==> config.mk <==
export PLATFORM = sky130hd
export DESIGN_NAME = rotate_word_aligner_flat
export DESIGN_NICKNAME = d
export VERILOG_FILES = /design/src/rtl/rotate_word_aligner_pkg.sv /design/src/rtl/rotate_word_aligner_if.sv /design/src/rtl/rotate_word_aligner_rotl_n.sv /design/src/rtl/rotate_word_aligner.sv /design/src/flat_wrapper.sv
export SDC_FILE = /design/constraint.sdc
export NUM_CORES = 1
export LEC_CHECK = 0
export BUFFER_PORTS_ARGS = -buffer_cell sky130_fd_sc_hd__clkbuf_2
export CORE_MARGIN = 2
export CORE_UTILIZATION = 60
export DETAILED_ROUTE_END_ITERATION = 6
export GPL_TIMING_DRIVEN = 0
export PLACE_DENSITY = 0.83
export SETUP_SLACK_MARGIN = 0.4
export SLEW_MARGIN = 15
export SYNTH_ARGS = -nofsm -noshare
export SYNTH_HDL_FRONTEND = slang
export SYNTH_SLANG_ARGS = --single-unit
==> constraint.sdc <==
create_clock -name clk -period 2.78 [get_ports clk]
set_input_delay 0.834 -clock clk [delete_from_list [all_inputs] [get_ports clk]]
set_output_delay 0.834 -clock clk [all_outputs]
set_load 0.005 [all_outputs]
==> src/rtl/rotate_word_aligner_pkg.sv <==
// rtl/rotate_word_aligner_pkg.sv - shared types, defaults and rotate helper for the word aligner
package rotate_align_pkg;

  localparam int                   DEF_WIDTH     = 4;
  localparam logic [DEF_WIDTH-1:0] DEF_SYNC      = 4'b1011;
  localparam int                   DEF_FRAME_LEN = 8;
  localparam int                   DEF_LOCK_CNT  = 2;
  localparam int                   DEF_LOSS_CNT  = 2;

  typedef enum logic [1:0] {
    SEARCH = 2'd0,
    VERIFY = 2'd1,
    LOCKED = 2'd2
  } state_e;

  // Undoes a transmitter right-rotation of k positions.
  function automatic logic [DEF_WIDTH-1:0] rotl(input logic [DEF_WIDTH-1:0] x,
                                                input int unsigned k);
    logic [DEF_WIDTH-1:0] r;
    for (int i = 0; i < DEF_WIDTH; i++) begin
      r[i] = x[(i + DEF_WIDTH - int'(k % DEF_WIDTH)) % DEF_WIDTH];
    end
    return r;
  endfunction

endpackage

==> src/rtl/rotate_word_aligner_if.sv <==
// rtl/rotate_word_aligner_if.sv - link-side input and derotated output bundle
interface rotate_word_aligner_if #(
  parameter  int WIDTH = 4,
  localparam int SHW   = (WIDTH > 1) ? $clog2(WIDTH) : 1
);
  logic             in_valid;
  logic [WIDTH-1:0] in_data;
  logic             out_valid;
  logic [WIDTH-1:0] out_data;
  logic             out_sof;
  logic             locked;
  logic [SHW-1:0]   shamt;

  modport master (
    output in_valid, in_data,
    input  out_valid, out_data, out_sof, locked, shamt
  );

  modport slave (
    input  in_valid, in_data,
    output out_valid, out_data, out_sof, locked, shamt
  );
endinterface

==> src/rtl/rotate_word_aligner_rotl_n.sv <==
// rtl/rotate_word_aligner_rotl_n.sv - combinational parametric left rotator
module rotl_n #(
  parameter  int WIDTH = 4,
  localparam int SHW   = (WIDTH > 1) ? $clog2(WIDTH) : 1
) (
  input  logic [WIDTH-1:0] data_i,
  input  logic [SHW-1:0]   amount_i,
  output logic [WIDTH-1:0] data_o
);

  always_comb begin
    data_o = '0;
    for (int i = 0; i < WIDTH; i++) begin
      data_o[i] = data_i[(i + WIDTH - int'(amount_i)) % WIDTH];
    end
  end

endmodule

==> src/rtl/rotate_word_aligner.sv <==
// rtl/rotate_word_aligner.sv - hunts the link rotation via a sync word, verifies framing
// and streams derotated words once locked.
module rotate_word_aligner
  import rotate_align_pkg::*;
#(
  parameter int               WIDTH     = DEF_WIDTH,
  parameter logic [WIDTH-1:0] SYNC      = DEF_SYNC,
  parameter int               FRAME_LEN = DEF_FRAME_LEN,
  parameter int               LOCK_CNT  = DEF_LOCK_CNT,
  parameter int               LOSS_CNT  = DEF_LOSS_CNT
) (
  input logic                  clk,
  input logic                  reset,
  rotate_word_aligner_if.slave bus
);

  localparam int SHW   = (WIDTH > 1) ? $clog2(WIDTH) : 1;
  localparam int WCW   = (FRAME_LEN > 1) ? $clog2(FRAME_LEN) : 1;
  localparam int CMAX  = (LOCK_CNT > LOSS_CNT) ? LOCK_CNT : LOSS_CNT;
  localparam int CW    = $clog2(CMAX + 1);

  localparam logic [1:0] S_SEARCH = SEARCH;
  localparam logic [1:0] S_VERIFY = VERIFY;
  localparam logic [1:0] S_LOCKED = LOCKED;

  logic [1:0]       state_q, state_d;
  logic [SHW-1:0]   shamt_q, shamt_d;
  logic [WCW-1:0]   word_cnt_q, word_cnt_d;
  logic [CW-1:0]    good_cnt_q, good_cnt_d;
  logic [CW-1:0]    miss_cnt_q, miss_cnt_d;
  logic             out_valid_q, out_valid_d;
  logic [WIDTH-1:0] out_data_q, out_data_d;
  logic             out_sof_q, out_sof_d;

  logic [WIDTH-1:0] cand [WIDTH];
  logic [WIDTH-1:0] hit;
  logic             hit_any;
  logic [SHW-1:0]   hit_k;
  logic [WIDTH-1:0] derot;
  logic             sync_ok;
  logic             at_sof;
  logic [WCW-1:0]   wc_next;

  // Every candidate rotation is tried at once while hunting.
  for (genvar k = 0; k < WIDTH; k++) begin : g_cand
    rotl_n #(.WIDTH(WIDTH)) u_cand (
      .data_i   (bus.in_data),
      .amount_i (SHW'(k)),
      .data_o   (cand[k])
    );
    assign hit[k] = (cand[k] == SYNC);
  end

  always_comb begin
    hit_any = |hit;
    hit_k   = '0;
    for (int k = WIDTH - 1; k >= 0; k--) begin
      if (hit[k]) hit_k = SHW'(k);
    end
  end

  rotl_n #(.WIDTH(WIDTH)) u_derot (
    .data_i   (bus.in_data),
    .amount_i (shamt_q),
    .data_o   (derot)
  );

  assign sync_ok = (derot == SYNC);
  assign at_sof  = (word_cnt_q == '0);
  assign wc_next = (word_cnt_q == WCW'(FRAME_LEN - 1)) ? '0 : word_cnt_q + 1'b1;

  always_comb begin
    state_d     = state_q;
    shamt_d     = shamt_q;
    word_cnt_d  = word_cnt_q;
    good_cnt_d  = good_cnt_q;
    miss_cnt_d  = miss_cnt_q;
    out_valid_d = 1'b0;
    out_data_d  = out_data_q;
    out_sof_d   = 1'b0;
    if (bus.in_valid) begin
      case (state_q)
        S_SEARCH: begin
          if (hit_any) begin
            shamt_d    = hit_k;
            word_cnt_d = WCW'(1);
            good_cnt_d = '0;
            state_d    = S_VERIFY;
          end
        end
        S_VERIFY: begin
          word_cnt_d = wc_next;
          if (at_sof) begin
            if (sync_ok) begin
              good_cnt_d = good_cnt_q + 1'b1;
              // The confirming sync that completes lock is already a valid output word.
              if (good_cnt_q == CW'(LOCK_CNT - 1)) begin
                state_d     = S_LOCKED;
                miss_cnt_d  = '0;
                out_valid_d = 1'b1;
                out_data_d  = derot;
                out_sof_d   = 1'b1;
              end
            end else begin
              state_d = S_SEARCH;
            end
          end
        end
        S_LOCKED: begin
          word_cnt_d  = wc_next;
          out_valid_d = 1'b1;
          out_data_d  = derot;
          out_sof_d   = at_sof;
          if (at_sof) begin
            if (sync_ok) begin
              miss_cnt_d = '0;
            end else begin
              miss_cnt_d = miss_cnt_q + 1'b1;
              if (miss_cnt_q == CW'(LOSS_CNT - 1)) begin
                state_d     = S_SEARCH;
                out_valid_d = 1'b0;
                out_sof_d   = 1'b0;
                out_data_d  = out_data_q;
              end
            end
          end
        end
        default: state_d = S_SEARCH;
      endcase
    end
  end

  always_ff @(posedge clk or posedge reset) begin
    if (reset) begin
      state_q     <= S_SEARCH;
      shamt_q     <= '0;
      word_cnt_q  <= '0;
      good_cnt_q  <= '0;
      miss_cnt_q  <= '0;
      out_valid_q <= 1'b0;
      out_data_q  <= '0;
      out_sof_q   <= 1'b0;
    end else begin
      state_q     <= state_d;
      shamt_q     <= shamt_d;
      word_cnt_q  <= word_cnt_d;
      good_cnt_q  <= good_cnt_d;
      miss_cnt_q  <= miss_cnt_d;
      out_valid_q <= out_valid_d;
      out_data_q  <= out_data_d;
      out_sof_q   <= out_sof_d;
    end
  end

  assign bus.out_valid = out_valid_q;
  assign bus.out_data  = out_data_q;
  assign bus.out_sof   = out_sof_q;
  assign bus.locked    = (state_q == S_LOCKED);
  assign bus.shamt     = shamt_q;

endmodule

==> src/flat_wrapper.sv <==
// flat-port wrapper written by rule: the top's interface ports become plain ports
module rotate_word_aligner_flat import rotate_align_pkg::*;
#(
  parameter int               WIDTH     = DEF_WIDTH,
  parameter logic [WIDTH-1:0] SYNC      = DEF_SYNC,
  parameter int               FRAME_LEN = DEF_FRAME_LEN,
  parameter int               LOCK_CNT  = DEF_LOCK_CNT,
  parameter int               LOSS_CNT  = DEF_LOSS_CNT
)
  (clk, reset, bus_in_valid, bus_in_data, bus_out_valid, bus_out_data, bus_out_sof, bus_locked, bus_shamt);
  rotate_word_aligner_if #(.WIDTH(WIDTH)) bus_i ();
  input logic clk;
  input logic reset;
  input wire logic [$bits(bus_i.in_valid)-1:0] bus_in_valid;
  input wire logic [$bits(bus_i.in_data)-1:0] bus_in_data;
  output wire logic [$bits(bus_i.out_valid)-1:0] bus_out_valid;
  output wire logic [$bits(bus_i.out_data)-1:0] bus_out_data;
  output wire logic [$bits(bus_i.out_sof)-1:0] bus_out_sof;
  output wire logic [$bits(bus_i.locked)-1:0] bus_locked;
  output wire logic [$bits(bus_i.shamt)-1:0] bus_shamt;
  assign bus_i.in_valid = bus_in_valid;
  assign bus_i.in_data = bus_in_data;
  assign bus_out_valid = bus_i.out_valid;
  assign bus_out_data = bus_i.out_data;
  assign bus_out_sof = bus_i.out_sof;
  assign bus_locked = bus_i.locked;
  assign bus_shamt = bus_i.shamt;
  rotate_word_aligner #(.WIDTH(WIDTH), .SYNC(SYNC), .FRAME_LEN(FRAME_LEN), .LOCK_CNT(LOCK_CNT), .LOSS_CNT(LOSS_CNT)) u_core (.clk(clk), .reset(reset), .bus(bus_i));
endmodule
Yosys cells after proc, flatten, opt, wreduce, memory -nomap -nowiden:

Index checks and enable logic that the tools add are counted.

* add/subtract/negate cells: 7
* $lt $le $gt $ge: 4
* eq/ne operators: 19
* mux-type cells: 55
* bitwise logic cells: 4
* reductions and logical operators: 17

Operators by type and width (count)
* $mux 2: 19
* $mux 4: 6
* $eq 4x4->1 const B: 5
* $mux 1: 17
* $lt 3x4->1 const B: 4
* $sub 3x2->4 const A: 4
* $ne 2x1->1 const B: 6
* $reduce_and 6->1: 2
* $reduce_or 2->1: 5
* $bmux 1 s2: 4
* $pmux 2 s2: 2
* $pmux 4 s2: 1
* $reduce_and 7->1: 1
* $eq 2x1->1 const B: 3
* $mux 3: 2
* $pmux 2 s3: 1
* $pmux 3 s2: 1
* $reduce_and 3->1: 2
* $reduce_bool 2->1: 3
* $reduce_and 5->1: 1
* $add 2x1->2 const B: 2
* $and 1x1->1: 4
* $ne 4x3->1 const B: 1
* $pmux 1 s2: 2
* 8 further kinds: 8

* flip-flop bits (word level): 17
* input port bits: 7
* output and inout port bits: 9
* word-level logic and storage cells: 114

Depth between registers and ports, before layout:

Gate-level depths: netlist of run 1.

* depth after elaboration: 11
* mapped depth: 8

Cells and area by module:

Synthesis of run 1 repeated with hierarchy kept, for this count alone.

* cells, all modules: 117
* area, all modules: 1564.0 sq um

Modules (own cells, without submodules)
* rotate_word_aligner: times used 1, cells each 97, area an instance 1038.5 sq um, seq. area each 425.4 sq um
* rotl_n: times used 5, cells each 4, area an instance 105.1 sq um, seq. area each 0.0 sq um

Worst setup path after synthesis of run 1:

OpenSTA, ideal clock, no wires.

* path kind: input port to flip-flop
* from: input port bus_in_data[2]
* to: register u_core.out_data_q[0], in the netlist u_core.bus.out_data[0]
* library setup time: 125 ps
* arrival time: 2239 ps
* required time: 2655 ps
* setup slack: 416 ps
* stages: 6
* cell sequence: or3b_1 -> a211o_1 -> nand2_4 -> o31ai_2 -> a21o_4 -> mux2_4

* longest elaborated chain between the ends: 7
* elaborated cells on any way between the ends: 23
* classes of those cells: 3 x eq/ne; 19 x mux; 1 x reduce/logical

RTL lines
* start, declared: line flat_wrapper.sv:15 `input wire logic [$bits(bus_i.in_data)-1:0] bus_in_data;`
* $bmux 1 s2: line rotate_word_aligner_rotl_n.sv:14 `data_o[i] = data_i[(i + WIDTH - int'(amount_i)) % WIDTH];`
* $mux 1 (not written as such) (2 in series): line rotate_word_aligner_rotl_n.sv:14
* $eq 4x4->1 (tied with other cells): line rotate_word_aligner.sv:68 `assign sync_ok = (derot == SYNC);`
* $mux 4, on equally long branches: line rotate_word_aligner.sv:115, rotate_word_aligner.sv:94
* $mux 4, on equally long branches: line rotate_word_aligner.sv:114, rotate_word_aligner.sv:93
* $pmux 4 s2: line rotate_word_aligner.sv:82 `case (state_q)`
* end signal, assigned: line rotate_word_aligner.sv:150 `out_data_q <= out_data_d;`
* end, declared: line rotate_word_aligner.sv:32 `logic [WIDTH-1:0] out_data_q, out_data_d;`

Several ways; a longest one is shown, not always the timed one. The select of a mux whose other input is x is not followed.
A chain may end at the register's enable or synchronous reset.

Worst setup path after layout of run 1:

* from: input port bus_in_data[2]
* to: register u_core.state_q[0]

* longest elaborated chain between the ends: 7
* elaborated cells on any way between the ends: 25
* classes of those cells: 8 x eq/ne; 15 x mux; 2 x reduce/logical

RTL lines
* $bmux 1 s2: line rotate_word_aligner_rotl_n.sv:14
* $mux 1 (not written as such) (2 in series): line rotate_word_aligner_rotl_n.sv:14
* $eq 4x4->1: line rotate_word_aligner.sv:68
* $mux 2: line rotate_word_aligner.sv:94 `if (sync_ok) begin`
* $mux 2: line rotate_word_aligner.sv:93 `if (at_sof) begin`
* $pmux 2 s3: line rotate_word_aligner.sv:82
* end signal, assigned: line rotate_word_aligner.sv:144 `state_q <= state_d;`
* end, declared: line rotate_word_aligner.sv:26 `logic [1:0] state_q, state_d;`

Several ways; a longest one is shown, not always the timed one. The select of a mux whose other input is x is not followed.

==> flow_summary.toml, run 1 <==
[timing]
fmax_ghz = 0.437
slew-limit-headroom_pct = 58.1
setup_violations = 0
drv_slew = 0
tightest_slew_ps = 627
finalCriticalPeriod_ps = 2290
skew_ps = 5.30
rsz0062_at_grt = "no"
tns_ps = 0
finalHoldViolations = 0
timing.final.crit_share_pct = 82.3
setup_slack_ps = 492

[logic_synthesis]
synthTopCellsByCount = "dfrtp_1, nand2_1, inv_1"
synth-seq-area-share_pct = 35.8
synth_edf_count = 0
ys_async_sr_fraction_pct = 100
yosys_warnings = 0
synth.most_common_cell = "dfrtp_1"
syn-cell-area_um2 = 1190
yosys.cell_types.count = 37
yosys.area.top_type = "dfrtp_1"
synth_seq_cells = 17
netlist_instances = 131
avgSynthCellArea_um2 = 9.07
synth_top_area_share_pct = 35.8
ys.flop_type = "dfrtp_1"
synth_nets = 146
synth.area.top_cells = "dfrtp_1, ha_1, mux2_4, nand2_1, a21oi_1"

[floorplanning]
core_um2 = 1920
die_w_um = 48.5
fp.dieH_um = 48.5
rows = 16
die_area_um2 = 2350
start_util_pct = 61.8
io_pins = 16

[global_route]
grt_pass1_wl_um = 3970
grt_pass1_vias = 928
antenna_found_initial = 0
grt_start_max_net_pins = 18
grt.total_usage_pct = 21.4
grt-ovfl-total = 0

[clock_tree]
clkTransAtPathRegs_ps = 100
clkLatencyLatePin_ps = 300
numClockSinks = 17
cts_buffers = 3
cts_root_buf = "clkbuf_4"
postCtsHoldBufs = 0
post_cts_buffers = 0
cts_tree = "built"
post_cts_resize_count = 0
htreeDepth = 1
clk_path_buf_depth = 2

[placed_design]
placedInstanceArea_um2 = 1300
gp_congestion = 0.826
portBuffers = 15
hpwl_um = 1770
pre_cts_slack_ps = 200

[route]
vias = 1028
avgRoutedWirePerCell_um = 13.0
drc = 0
via_per_inst = 5.81
first_pass_iters = 4
ant_nets = 0
routed_wl_um = 2300
drt_iter0_markers = 27

[cells_and_area]
multiInputGateArea_um2 = 699
regArea_um2 = 425
final_area_um2 = 1330
fin_util_pct = 68.9
num_antenna_cells = 0
area_delta_synth_final_pct = 11.5
drive_gt1_share_pct = 23.3
fillers = 160
nets = 166

[pwr]
p_per_area_nw_per_um2 = 861
ir_drop_mv = 0.567
power.total_mw = 1.14
p_leak_nw = 0.626

[critical_path]
cp-end-kind = "flip-flop"
critPathLaunch = "bus_in_data[2]"
path_buf_inv = 2
crit_slowest_cell = "mux2_1"
cp_top_family = "compound AO/OA/AOI/OAI gates"
r2r-start = "u_core.word_cnt_q[0]"
arrival_ps = 2480
crit_fanout = 10
crit_required_ps = 2970
setup.worst_path.class = "primary input to flip-flop"
critPathLaunchType = "primary input"
critPathMaxStageDelay_ps = 320
path_cells = "clkbuf_2 -> buf_2 -> a21oi_1 -> a211o_1 -> a31oi_1 -> nor2b_2 -> o21ai_1 -> mux2_1"

[hold_path]
hp-start = "u_core.miss_cnt_q[0]"
hold_class = "flip-flop to flip-flop"

[run]
drv_cap = 0

[outcome]
status = "finished clean"
[worst paths after layout]
check	endpoint	slack (ps)	depth (start not counted)
max reg2reg	u_core.state_q[0]	570	8
min reg2reg	u_core.miss_cnt_q[0]	500	1
max	u_core.state_q[0]	490	8
min	u_core.miss_cnt_q[0]	500	1
min in group asynchronous	u_core.bus.out_data[3]	570	2
max in group asynchronous	u_core.word_cnt_q[2]	1800	2
[kinds of logic (layout without fill, tap and decap cells)]
| family | count (synthesis) | after routing | share of synthesized area [%] |
|---|---|---|---|
| AOI/OAI and AO/OA | 39 | 39 | 22.2 |
| xor gates and xnor gates | 1 | 1 | 0.737 |
| adders and majority gates | 8 | 8 | 8.42 |
| buffers and inverters | 15 | 34 | 5.37 |
| DFF | 17 | 17 | 35.8 |
| muxes | 9 | 9 | 9.47 |
| and+or+nand+nor | 42 | 42 | 18.0 |
[routing by layer]
layer / wire length, um / track usage, % / up-vias
li1: - / - / 513
met1: 1020 / 27.4 / 474
met2: 1130 / 37.0 / 36
met3: 110 / 2.16 / 5
met4: 31 / 9.05 / 0
met5: 0 / 0 / -
[placed cells by master (no fill, tap or decap), types with 4 or more instances in the layout]
| master | synthesis | routed |
|---|---|---|
| a21oi_1 | 9 | 9 |
| clkbuf_2 | 0 | 15 |
| dfrtp_1 | 17 | 17 |
| ha_1 | 8 | 8 |
| inv_1 | 10 | 10 |
| mux2_4 | 4 | 4 |
| nand2_1 | 16 | 16 |
| nand3_1 | 5 | 5 |
| nor2_1 | 9 | 9 |
| o21ai_0 | 9 | 9 |
| o21ai_1 | 5 | 5 |
[area by class of cell]
type | count | area share (%)
multi-input combinational | 99 | 52.8
sequential | 17 | 32.1
timing repair buffer | 15 | 5.67
inverter | 10 | 2.83
tap | 27 | 2.55
buffer | 5 | 1.98
clock buffer | 3 | 1.70
clock inverter | 1 | 0.378
[stage by stage]
stage,instances,hold slack (ps)
finish,177,495
global route,177,521
CTS,177,501
detailed placement,173,487
global placement,173,465
floorplan,131,457
[power breakdown]
part           switching, mW  leakage, nW  internal, mW
Sequential            0.0630        0.200         0.345
Combinational          0.315        0.408         0.279
Clock                 0.0852       0.0177        0.0536
[state kept, by name, indices dropped and copies added, names as in the netlist]
| register | cells |
|---|---|
| u_core.word_cnt_q | 3 |
| u_core.bus.shamt | 2 |
| u_core.state_q | 2 |
| u_core.miss_cnt_q | 2 |
| u_core.good_cnt_q | 2 |
| u_core.bus.out_sof | 1 |
| u_core.bus.out_valid | 1 |
| u_core.bus.out_data | 4 |
Power figures use the tool's default switching activity.
==> inputs of run 2 (changes only) <==
- CORE_UTILIZATION: 60 -> 51
- PLACE_DENSITY: 0.83 -> 0.75
- clock period: 2.78 -> 2 ns (I/O delays scaled with it)
==> flow_summary.toml, run 2 (same netlist as run 1, synthesis figures left out) <==
[outcome]
status = "finished with violations"
violations = "negative setup slack"

[route]
drt_iter0_markers = 36
ant_nets = 0
via_per_inst = 5.97
drc = 0
routed_wl_um = 2950
first_pass_iters = 4
avgRoutedWirePerCell_um = 15.8
vias = 1116

[placed_design]
pre_cts_slack_ps = -345
portBuffers = 15
hpwl_um = 1910
gp_congestion = 0.888

[clock_tree]
cts_buffers = 3
postCtsHoldBufs = 0
cts_root_buf = "clkbuf_4"
clk_path_buf_depth = 2
cts_tree = "built"
clkTransAtPathRegs_ps = 120
clkLatencyLatePin_ps = 310
numClockSinks = 17
htreeDepth = 1

[timing]
fmax_ghz = 0.489
slew-limit-headroom_pct = 54.5
finalCriticalPeriod_ps = 2050
drv_slew = 0
timing.final.crit_share_pct = 102
setup_slack_ps = -45.6
rsz0062_at_grt = "yes"
setup_violations = 5
tightest_slew_ps = 681
tns_ps = -172
finalHoldViolations = 0
skew_ps = 9.76

[cells_and_area]
area_delta_synth_final_pct = 28.4
fillers = 183
multiInputGateArea_um2 = 812
num_antenna_cells = 0
fin_util_pct = 69.0
drive_gt1_share_pct = 37.1
final_common_cell = "dfrtp_1"
final_cell_mix = "dfrtp_1, nand2_1, clkbuf_2"
regArea_um2 = 427
nets = 175
largest_register_ff_count = 4

[floorplanning]
start_util_pct = 53.7
core_um2 = 2210
die_w_um = 52.3
rows = 17
io_pins = 16
fp.dieH_um = 52.3
die_area_um2 = 2730

[critical_path]
setup.worst_path.class = "flip-flop to flip-flop"
arrival_ps = 2250
critPathLaunchType = "flip-flop"
crit_required_ps = 2200
crit_fanout = 5
cp-end-kind = "flip-flop"

[run]
drv_cap = 0

[global_route]
grt_start_max_net_pins = 18
antenna_found_initial = 0
grt_pass1_vias = 1037
grt.total_usage_pct = 21.4
grt_pass1_wl_um = 4360
grt-ovfl-total = 0

[pwr]
ir_drop_mv = 0.782
p_per_area_nw_per_um2 = 1210
p_leak_nw = 0.698

[hold_path]
hold_class = "primary input to async pin"
-- run 2: cell types whose count changed in the layout (fill, tap and decap cells not counted), sizes merged --
| cell | previous run | this run |
|---|---|---|
| buf | 4 | 12 |
| clkbuf | 19 | 20 |
-- run 2: final timing paths --
| kind | start | to | depth (start not counted) | slack [ps] |
|---|---|---|---|---|
| max reg2reg | u_core.bus.shamt[0] | u_core.bus.out_data[3] | 6 | -50 |
| min | reset | u_core.state_q[0] | 2 | 350 |
| min in group clk | u_core.miss_cnt_q[0] | u_core.miss_cnt_q[0] | 1 | 510 |
| max in group asynchronous | reset | u_core.bus.shamt[1] | 2 | 1170 |
| min reg2reg | u_core.miss_cnt_q[0] | u_core.miss_cnt_q[0] | 1 | 510 |
| max | u_core.bus.shamt[0] | u_core.bus.out_data[3] | 6 | -50 |
-- run 2: critical path, cell delays in order (launching register included) --
cell and delay [ps]:
dfrtp_1 420, or3b_1 400, a211o_4 370, nand2_4 100, nand3_2 90, a21o_4 250, mux2_4 300
-- run 2: metrics by stage --
stage | cell area [um^2] | hold slack, ps | cells | power [mW]
floorplan | 1200 | 457 | 131 | 1.21
global placement | 1320 | 465 | 174 | 1.38
detailed placement | 1320 | 483 | 174 | 1.43
CTS | 1390 | 387 | 181 | 1.66
global route | 1530 | 413 | 187 | 1.96
finish | 1530 | 345 | 187 | 1.85
-- run 2: metal layers --
| layer | vias to the layer above | part of all wire [%] | global-route usage (%) | wire, um |
|---|---|---|---|---|
| met4 | 0 | 2.5 | 13.2 | 74 |
| li1 | 529 | - | - | - |
| met3 | 6 | 4.7 | 4.86 | 139 |
| met5 | - | 0 | 0 | 0 |
| met2 | 38 | 51 | 35.0 | 1510 |
| met1 | 543 | 42 | 25.4 | 1220 |
-- run 2: final cells by class --
cell class | count | area share [%]
Multi-Input combinational cell | 99 | 53.2
Clock buffer | 3 | 1.48
Tap cell | 28 | 2.30
Inverter | 10 | 2.46
Timing Repair Buffer | 24 | 9.59
Clock inverter | 1 | 0.328
Buffer | 5 | 2.70
Sequential cell | 17 | 28.0
-- run 2: power by group --
group	internal, mW	total (mW)	switching, mW
sequential	0.479	0.588	0.109
clock	0.0748	0.207	0.132
combinational	0.507	1.05	0.545
total	1.06	1.85	0.785
-- run 2: what timing repair did --
action | in CTS | in global routing
setup buffers | 3 | 6
resized for setup | 7 | 20
endpoints found under the setup margin | 13 | 14
pin swaps | 3 | 6
==> inputs of run 3 (changes only) <==
- CORE_UTILIZATION: 51 -> 38
- PLACE_DENSITY: 0.75 -> 0.59
- RECOVER_POWER: not set -> 25
==> flow_summary.toml, run 3 (same netlist as run 1, synthesis figures left out) <==
[outcome]
status = "finished with violations"
violations = "negative setup slack"

[timing]
tns_ps = -209
slew-limit-headroom_pct = 54.6
finalCriticalPeriod_ps = 2050
fmax_ghz = 0.487
skew_ps = 17.2
drv_slew = 0
finalHoldViolations = 0
setup_violations = 4
setup_slack_ps = -53.0
timing.final.crit_share_pct = 103
tightest_slew_ps = 680
rsz0062_at_grt = "yes"

[placed_design]
gp_congestion = 0.774
placedInstanceArea_um2 = 1320
portBuffers = 15
hpwl_um = 1910

[pwr]
p_per_area_nw_per_um2 = 1220
p_leak_nw = 0.655
ir_drop_mv = 0.582

[cells_and_area]
fillers = 303
largest_register_ff_count = 4
drive_gt1_share_pct = 33.6
nets = 168
final_cell_mix = "nand2_1, dfrtp_1, clkbuf_2"
area_delta_synth_final_pct = 24.8
final_area_um2 = 1480
num_antenna_cells = 0

[critical_path]
arrival_ps = 2230
crit_fanout = 6
setup.worst_path.class = "primary input to flip-flop"
worstReg2RegEnd = "u_core.bus.out_data[0]"
ff2ff_path_depth = 6
r2r-start = "u_core.bus.shamt[0]"
crit_required_ps = 2180
critPathLaunch = "bus_in_data[2]"
cp-end-kind = "flip-flop"
cp-endpoint = "u_core.bus.out_data[0]"
reg2reg_slack_ps = -40
critPathLaunchType = "primary input"

[floorplanning]
rows = 20
start_util_pct = 39.6
core_um2 = 3000
die_area_um2 = 3590
fp.dieH_um = 59.9
die_w_um = 59.9
io_pins = 16

[hold_path]
hold_class = "primary input to async pin"

[global_route]
grt.total_usage_pct = 16.6
grt_pass1_vias = 1005
grt_start_max_net_pins = 18
antenna_found_initial = 0
grt_pass1_wl_um = 4610
grt-ovfl-total = 0

[route]
first_pass_iters = 5
routed_wl_um = 2660
drt_iter0_markers = 24
ant_nets = 0
via_per_inst = 5.66
avgRoutedWirePerCell_um = 14.4
vias = 1047
drc = 0

[clock_tree]
clk_path_buf_depth = 2
clkTransAtPathRegs_ps = 110
clkLatencyLatePin_ps = 300
postCtsHoldBufs = 0
cts_tree = "built"
cts_root_buf = "clkbuf_4"
numClockSinks = 17
htreeDepth = 1
cts_buffers = 3

[run]
drv_cap = 0
==> run 3: cell type report <==
cell class	instances	area (um^2)	area share, %
tap	33	41.3	2.78
timing repair buffer	17	100	6.75
inverter	10	37.5	2.53
multi-input combinational	99	817	55.1
clock buffer	4	26.3	1.77
buffer	5	35.0	2.36
sequential	17	427	28.8
==> run 3: per-stage QoR <==
| stage | worst slack (ps) | total power [mW] | hold WS, ps | util (%) | instances |
|---|---|---|---|---|---|
| 4_1_cts | -33.9 | 1.68 | 391 | 46.8 | 184 |
| 3_5_place_dp | -354 | 1.43 | 488 | 44.0 | 179 |
| 5_1_grt | -103 | 1.98 | 412 | 49.4 | 185 |
| 2_1_floorplan | -93.8 | 1.21 | 457 | - | 131 |
| 3_3_place_gp | -320 | 1.39 | 467 | 44.0 | 179 |
| 6_report | -53.0 | 1.81 | 360 | 49.4 | 185 |
==> run 3: critical path, cell delays in order <==
cell and delay [ps]:
clkbuf_2 110, or3b_4 400, a211o_4 370, nand2_4 100, nand3_2 80, a21o_4 260
mux2_4 290
==> run 3: routing by layer <==
metal | part of all wire (%) | global-route usage [%] | wire length [um]
met1 | 45 | 22.3 | 1190
met2 | 52 | 27.5 | 1390
met3 | 2.2 | 2.60 | 58
met4 | 0.64 | 4.44 | 17
met5 | 0 | 0 | 0
==> run 3: repair_timing <==
action | CTS | global route
setup endpoints to repair | 13 | 18
pin swaps | 7 | 3
cloned | 0 | 0
buffers inserted | 1 | 1
resized for setup | 12 | 13
==> run 3: where the power goes <==
group / switching (mW) / internal, mW
Combinational: 0.519 / 0.520
Clock: 0.112 / 0.0776
Sequential: 0.103 / 0.480
==> run 3: worst min-delay path by stage <==
| stage | start | to | depth (start not counted) |
|---|---|---|---|
| after floorplan | u_core.miss_cnt_q[0] | u_core.miss_cnt_q[0] | 1 |
| after detailed placement | u_core.good_cnt_q[1] | u_core.good_cnt_q[1] | 1 |
| after CTS | reset | u_core.bus.shamt[1] | 2 |
| after global routing | reset | u_core.bus.shamt[0] | 2 |
| after global placement | u_core.miss_cnt_q[0] | u_core.miss_cnt_q[0] | 1 |
| final | reset | u_core.bus.shamt[0] | 2 |
